### src/rtl/down_counter_pkg.sv
// Shared types and constants for the loadable down-counter.
package down_counter_pkg;

    typedef enum logic [1:0] {
        IDLE = 2'd0,
        RUN  = 2'd1,
        DONE = 2'd2
    } state_t;

    localparam logic MODE_WRAP = 1'b0;
    localparam logic MODE_SAT  = 1'b1;

endpackage

### src/rtl/down_counter_if.sv
// Load handshake bundle: requester drives master, counter is slave.
interface down_counter_if #(
    parameter int WIDTH  = 32,
    parameter int STEP_W = 8
);
    import down_counter_pkg::*;

    logic              load_valid;
    logic              load_ready;
    logic [WIDTH-1:0]  load_value;
    logic [STEP_W-1:0] load_step;
    logic              load_sat;

    modport master (
        output load_valid,
        output load_value,
        output load_step,
        output load_sat,
        input  load_ready
    );

    modport slave (
        input  load_valid,
        input  load_value,
        input  load_step,
        input  load_sat,
        output load_ready
    );

endinterface

### src/rtl/down_counter_step_subtractor.sv
// WIDTH-bit minuend minus zero-extended STEP_W-bit step, with borrow out.
module step_subtractor
    import down_counter_pkg::*;
#(
    parameter int WIDTH  = 32,
    parameter int STEP_W = 8
) (
    input  logic [WIDTH-1:0]  i_a,
    input  logic [STEP_W-1:0] i_b,
    output logic [WIDTH-1:0]  o_diff,
    output logic              o_borrow
);

    logic [WIDTH:0] w_full;

    assign w_full   = {1'b0, i_a} - {{(WIDTH + 1 - STEP_W){1'b0}}, i_b};
    assign o_diff   = w_full[WIDTH-1:0];
    assign o_borrow = w_full[WIDTH];

endmodule

### src/rtl/down_counter.sv
// Loadable down-counter with step, saturate/wrap mode and tc/wrap pulses.
// Optional DOWN_COUNTER_AUTO_RELOAD_EN: reload on terminal, adds i_stop.
module down_counter
    import down_counter_pkg::*;
#(
    parameter int WIDTH  = 32,
    parameter int STEP_W = 8
) (
    input  logic             i_clk,
    input  logic             i_reset,
    down_counter_if.slave    load_if,
    input  logic             i_en,
`ifdef DOWN_COUNTER_AUTO_RELOAD_EN
    input  logic             i_stop,
`endif
    output logic [WIDTH-1:0] o_count,
    output logic             o_busy,
    output logic             o_done,
    output logic             o_tc,
    output logic             o_wrap
);

    state_t            r_state;
    logic [WIDTH-1:0]  r_count;
    logic [STEP_W-1:0] r_step;
    logic              r_mode;
    logic              r_tc;
    logic              r_wrap;
`ifdef DOWN_COUNTER_AUTO_RELOAD_EN
    logic [WIDTH-1:0]  r_reload;
`endif

    logic [WIDTH-1:0]  w_diff;
    logic              w_borrow;
    logic              w_last;
    logic [STEP_W-1:0] w_step_eff;
    logic              w_halt;

    step_subtractor #(
        .WIDTH  (WIDTH),
        .STEP_W (STEP_W)
    ) u_sub (
        .i_a      (r_count),
        .i_b      (r_step),
        .o_diff   (w_diff),
        .o_borrow (w_borrow)
    );

    // count <= step is exactly: borrow out, or a zero difference
    assign w_last     = w_borrow || (w_diff == '0);
    assign w_step_eff = (load_if.load_step == '0) ? STEP_W'(1)
                                                  : load_if.load_step;
`ifdef DOWN_COUNTER_AUTO_RELOAD_EN
    assign w_halt = i_stop;
`else
    assign w_halt = 1'b0;
`endif

    always_ff @(posedge i_clk) begin
        if (i_reset) begin
            r_state <= IDLE;
            r_count <= '0;
            r_step  <= STEP_W'(1);
            r_mode  <= MODE_SAT;
            r_tc    <= 1'b0;
            r_wrap  <= 1'b0;
`ifdef DOWN_COUNTER_AUTO_RELOAD_EN
            r_reload <= '0;
`endif
        end else begin
            r_tc   <= 1'b0;
            r_wrap <= 1'b0;
            case (r_state)
                IDLE, DONE: begin
                    if (load_if.load_valid) begin
                        r_count <= load_if.load_value;
                        r_step  <= w_step_eff;
                        r_mode  <= load_if.load_sat;
                        r_state <= RUN;
`ifdef DOWN_COUNTER_AUTO_RELOAD_EN
                        r_reload <= load_if.load_value;
`endif
                    end
                end
                RUN: begin
                    if (w_halt) begin
                        r_state <= DONE;
                    end else if (i_en) begin
                        if (!w_last) begin
                            r_count <= w_diff;
                        end else begin
                            r_tc <= 1'b1;
`ifdef DOWN_COUNTER_AUTO_RELOAD_EN
                            r_count <= r_reload;
`else
                            r_count <= (r_mode == MODE_SAT) ? '0 : w_diff;
                            r_wrap  <= (r_mode == MODE_WRAP) && w_borrow;
                            r_state <= DONE;
`endif
                        end
                    end
                end
                default: r_state <= IDLE;
            endcase
        end
    end

    assign load_if.load_ready = (r_state != RUN);
    assign o_count = r_count;
    assign o_busy  = (r_state == RUN);
    assign o_done  = (r_state == DONE);
    assign o_tc    = r_tc;
    assign o_wrap  = r_wrap;

endmodule

### src/flat_wrapper.sv
// flat-port wrapper written by rule: the top's interface ports become plain ports
module down_counter_flat import down_counter_pkg::*;
#(
    parameter int WIDTH  = 32,
    parameter int STEP_W = 8
)
  (i_clk, i_reset, i_en, o_count, o_busy, o_done, o_tc, o_wrap, load_if_load_valid, load_if_load_value, load_if_load_step, load_if_load_sat, load_if_load_ready);
  down_counter_if #(.WIDTH(WIDTH), .STEP_W(STEP_W)) load_if_i ();
  input  logic i_clk;
  input  logic i_reset;
  input  logic i_en;
  output logic [WIDTH-1:0] o_count;
  output logic o_busy;
  output logic o_done;
  output logic o_tc;
  output logic o_wrap;
  input wire logic [$bits(load_if_i.load_valid)-1:0] load_if_load_valid;
  input wire logic [$bits(load_if_i.load_value)-1:0] load_if_load_value;
  input wire logic [$bits(load_if_i.load_step)-1:0] load_if_load_step;
  input wire logic [$bits(load_if_i.load_sat)-1:0] load_if_load_sat;
  output wire logic [$bits(load_if_i.load_ready)-1:0] load_if_load_ready;
  assign load_if_i.load_valid = load_if_load_valid;
  assign load_if_i.load_value = load_if_load_value;
  assign load_if_i.load_step = load_if_load_step;
  assign load_if_i.load_sat = load_if_load_sat;
  assign load_if_load_ready = load_if_i.load_ready;
  down_counter #(.WIDTH(WIDTH), .STEP_W(STEP_W)) u_core (.i_clk(i_clk), .i_reset(i_reset), .load_if(load_if_i), .i_en(i_en), .o_count(o_count), .o_busy(o_busy), .o_done(o_done), .o_tc(o_tc), .o_wrap(o_wrap));
endmodule
### config.mk
export PLATFORM = sky130hd
export DESIGN_NAME = down_counter_flat
export DESIGN_NICKNAME = d
export VERILOG_FILES = /design/src/rtl/down_counter_pkg.sv /design/src/rtl/down_counter_if.sv /design/src/rtl/down_counter_step_subtractor.sv /design/src/rtl/down_counter.sv /design/src/flat_wrapper.sv
export SDC_FILE = /design/constraint.sdc
export NUM_CORES = 1
export LEC_CHECK = 0
export CORE_UTILIZATION = 45
export DETAILED_ROUTE_END_ITERATION = 8
export PLACE_DENSITY_LB_ADDON = 0.1
export SLEW_MARGIN = 20
export SYNTH_ARGS = -nofsm -noshare
export SYNTH_HDL_FRONTEND = slang
export SYNTH_SLANG_ARGS = --single-unit
export TNS_END_PERCENT = 1
### constraint.sdc
create_clock -name i_clk -period 4.76 [get_ports i_clk]
set_input_delay 0.476 -clock i_clk [delete_from_list [all_inputs] [get_ports i_clk]]
set_output_delay 0.476 -clock i_clk [all_outputs]
set_load 0.05 [all_outputs]
==> impl_metrics.csv <==
group,metric,value,unit
clocking,postCtsHoldBufs,0,
cells_and_area,fillers,625,
placed_design,dp_cells,599,
power_and_ir_drop,p_leak,1.53,nW
detailed_routing,drtIter0Drc,236,
yosys,yosysSeqAreaShare,0.273,
global_routing,antenna_found_initial,0,
sta,skew,0.00658,ns
sta,rsz0062_at_grt,"false",
cells_and_area,layout-area-overhead-vs-synth,28.8,%
hold_path,worstHoldPathType,"reg -> reg",
placed_design,gp_congestion,0.919,
yosys,synth_warnings,0,
clocking,cts_sinks,45,
clocking,htree_levels,2,
global_routing,grt_pass1_vias,3501,
sta,setup_slack,1.06,ns
cells_and_area,drive_gt1_frac,0.0607,
yosys,synth_ff_type,"dfxtp_1",
yosys,synth.avg_cell_area,7.39,um2
sta,fin_crit,3.70,ns
global_routing,grt_pass1_wl,17900,um
yosys,postSynthCellCount,447,
detailed_routing,num_vias,3740,
yosys,synth.distinct_cells,69,
placed_design,placed_cell_area,4150,um2
clocking,cts_tree,"done",
power_and_ir_drop,p_per_area,350,nW/um2
detailed_routing,drc,0,
sta,setup_viol,0,
worst_setup_path,crit_required,4.93,ns
outcome,outcome,"complete, no violations",
yosys,ys_top_cells_by_area,"dfxtp_1 27%, a21oi_1 6.8%, nand2_1 5.6%",
yosys,post-synth-top-count-cell,"nand2_1",
sta,hold_violations,0,
cells_and_area,stdcell_count,607,
yosys,yosys-top-cells-count,"49 x nand2_1, 45 x a21oi_1, 45 x dfxtp_1, 38 x nor2_1, 24 x nand3_1",
yosys,ys_seq_elements,45,
clocking,numCtsBuffers,5,
power_and_ir_drop,ir_worst_vdd,0.000151,V
clocking,clock_latency,0.30,ns
cells_and_area,final_nets,565,
floorplanning,die_area,7680,um2
worst_setup_path,path_max_fanout,17,
clocking,clock_path_buffers,2,
floorplanning,io_pins,82,
worst_setup_path,start_kind,"flop",
sta,worst_pin_slew,0.955,ns
worst_setup_path,worstPathArrival,3.87,ns
clocking,clk_pin_slew_worst_paths,0.10,ns
clocking,cts_root_buf,"clkbuf_8",
global_routing,grtUsageTotal,0.299,
floorplanning,floorplan.die.width,87.7,um
detailed_routing,drt_first_pass_iters,5,
sta,finalSetupTns,0,ns
floorplanning,core_area,6940,um2
sta,slew_headroom,0.358,
yosys,synth-edff-count,0,
yosys,synth_top_area_share,0.273,
worst_setup_path,endpoint_kind,"flop",
flow_run,cap_violations,0,
yosys,syn_area,3300,um2
yosys,async_reset_ff_frac,0,
worst_setup_path,crit_type,"reg -> reg",
yosys,yosysTopAreaCell,"dfxtp_1",
sta,fmax,270,MHz
yosys,syn_nets,502,
floorplanning,row_count,30,
clocking,post_cts_buffers,0,
global_routing,overflow,0,
cells_and_area,antenna_cells,0,
sta,drv_slew,0,
sta,finalCritPeriodShare,0.777,
clocking,cts_resized,0,
placed_design,place_ws,1.09,ns
floorplanning,fp.dieH,87.7,um
detailed_routing,wire_per_inst,18.3,um
detailed_routing,ant_nets,0,
placed_design,portBuffers,81,
detailed_routing,viasPerCell,6.16,
detailed_routing,wirelength,11100,um
placed_design,hpwl,8120,um
cells_and_area,fin_area,4250,um2
global_routing,grt_max_degree,47,
floorplanning,start_util,0.475,
[cell usage in the layout (no fill, tap or decap), types with 9 or more instances in the layout]
cell type,Yosys,routed
clkdlybuf4s50_1,0,81
dfxtp_1,45,45
a21oi_1,45,43
nor2_1,38,38
o21ai_0,15,15
nand3_1,24,24
nor4_1,13,13
inv_1,17,17
nor3_1,17,17
ha_1,9,9
nand2_1,49,49
a31oi_1,11,11
[worst max-delay path, cell delays in order, from the launching register on]
cell and delay [ns]:
dfxtp_1 0.34, inv_1 0.08, ha_1 0.22, fa_1 0.40
nand2b_1 0.18, a211oi_1 0.49, o2111a_1 0.36, or3_1 0.23
o2111ai_1 0.13, nor4_1 0.48, nand4_4 0.35, or3b_1 0.26
a21oi_1 0.06
[stage by stage]
stage               hold WS, ns  total power [mW]   util
finish                    0.465              1.49  0.612
global route              0.493              1.58  0.612
global placement          0.445              1.21  0.598
floorplan                 0.436             0.982      -
detailed placement        0.449              1.21  0.598
CTS                       0.462              1.48  0.612
[area by class of cell]
type / instances / area (um2) / share of cell area
tap: 96 / 120 / 0.0282
multi-input combinational: 355 / 2220 / 0.522
inverter: 17 / 63.8 / 0.0150
clock buffer: 7 / 96.3 / 0.0227
timing repair buffer: 86 / 848 / 0.199
clock inverter: 1 / 5.00 / 0.00118
sequential: 45 / 901 / 0.212
[registers in the layout, summed over array words and instances (netlist names)]
name,cells
u_core.o_count,32
u_core.o_tc,1
u_core.o_wrap,1
u_core.r_mode,1
u_core.r_state,2
u_core.r_step,8
[routing by layer]
| layer | up-vias | part of all wire | GRT usage |
|---|---|---|---|
| li1 | 1813 | - | - |
| met1 | 1752 | 0.47 | 0.416 |
| met2 | 156 | 0.45 | 0.482 |
| met3 | 19 | 0.070 | 0.0452 |
| met4 | 0 | 0.016 | 0.0835 |
| met5 | - | 0 | 0 |
[power by group]
group	switching [mW]	internal [mW]	leakage, nW	total (mW)
combinational	0.476	0.273	1.11	0.749
clock	0.144	0.132	0.0542	0.276
sequential	0.0549	0.411	0.371	0.466
[cells by family after synthesis]
kind of cell	share of synthesized area
buffers and inverters	0.0599
and+or+nand+nor	0.321
DFF	0.273
AOI/OAI and AO/OA	0.285
adders and majority gates	0.0402
xor gates and xnor gates	0.0212
[final timing paths]
kind,from,to,slack (ns),depth (start not counted)
worst min-delay path,u_core.r_step[3]$_SDFFE_PP0P_,u_core.r_step[3]$_SDFFE_PP0P_,0.47,2
worst max register to register,u_core.o_count[0]$_SDFFE_PP0P_,u_core.o_count[17]$_SDFFE_PP0P_,1.06,12
worst max-delay path,u_core.o_count[0]$_SDFFE_PP0P_,u_core.o_count[17]$_SDFFE_PP0P_,1.06,12
worst min register to register,u_core.r_step[3]$_SDFFE_PP0P_,u_core.r_step[3]$_SDFFE_PP0P_,0.47,2
(Power assumes the default switching activity.)
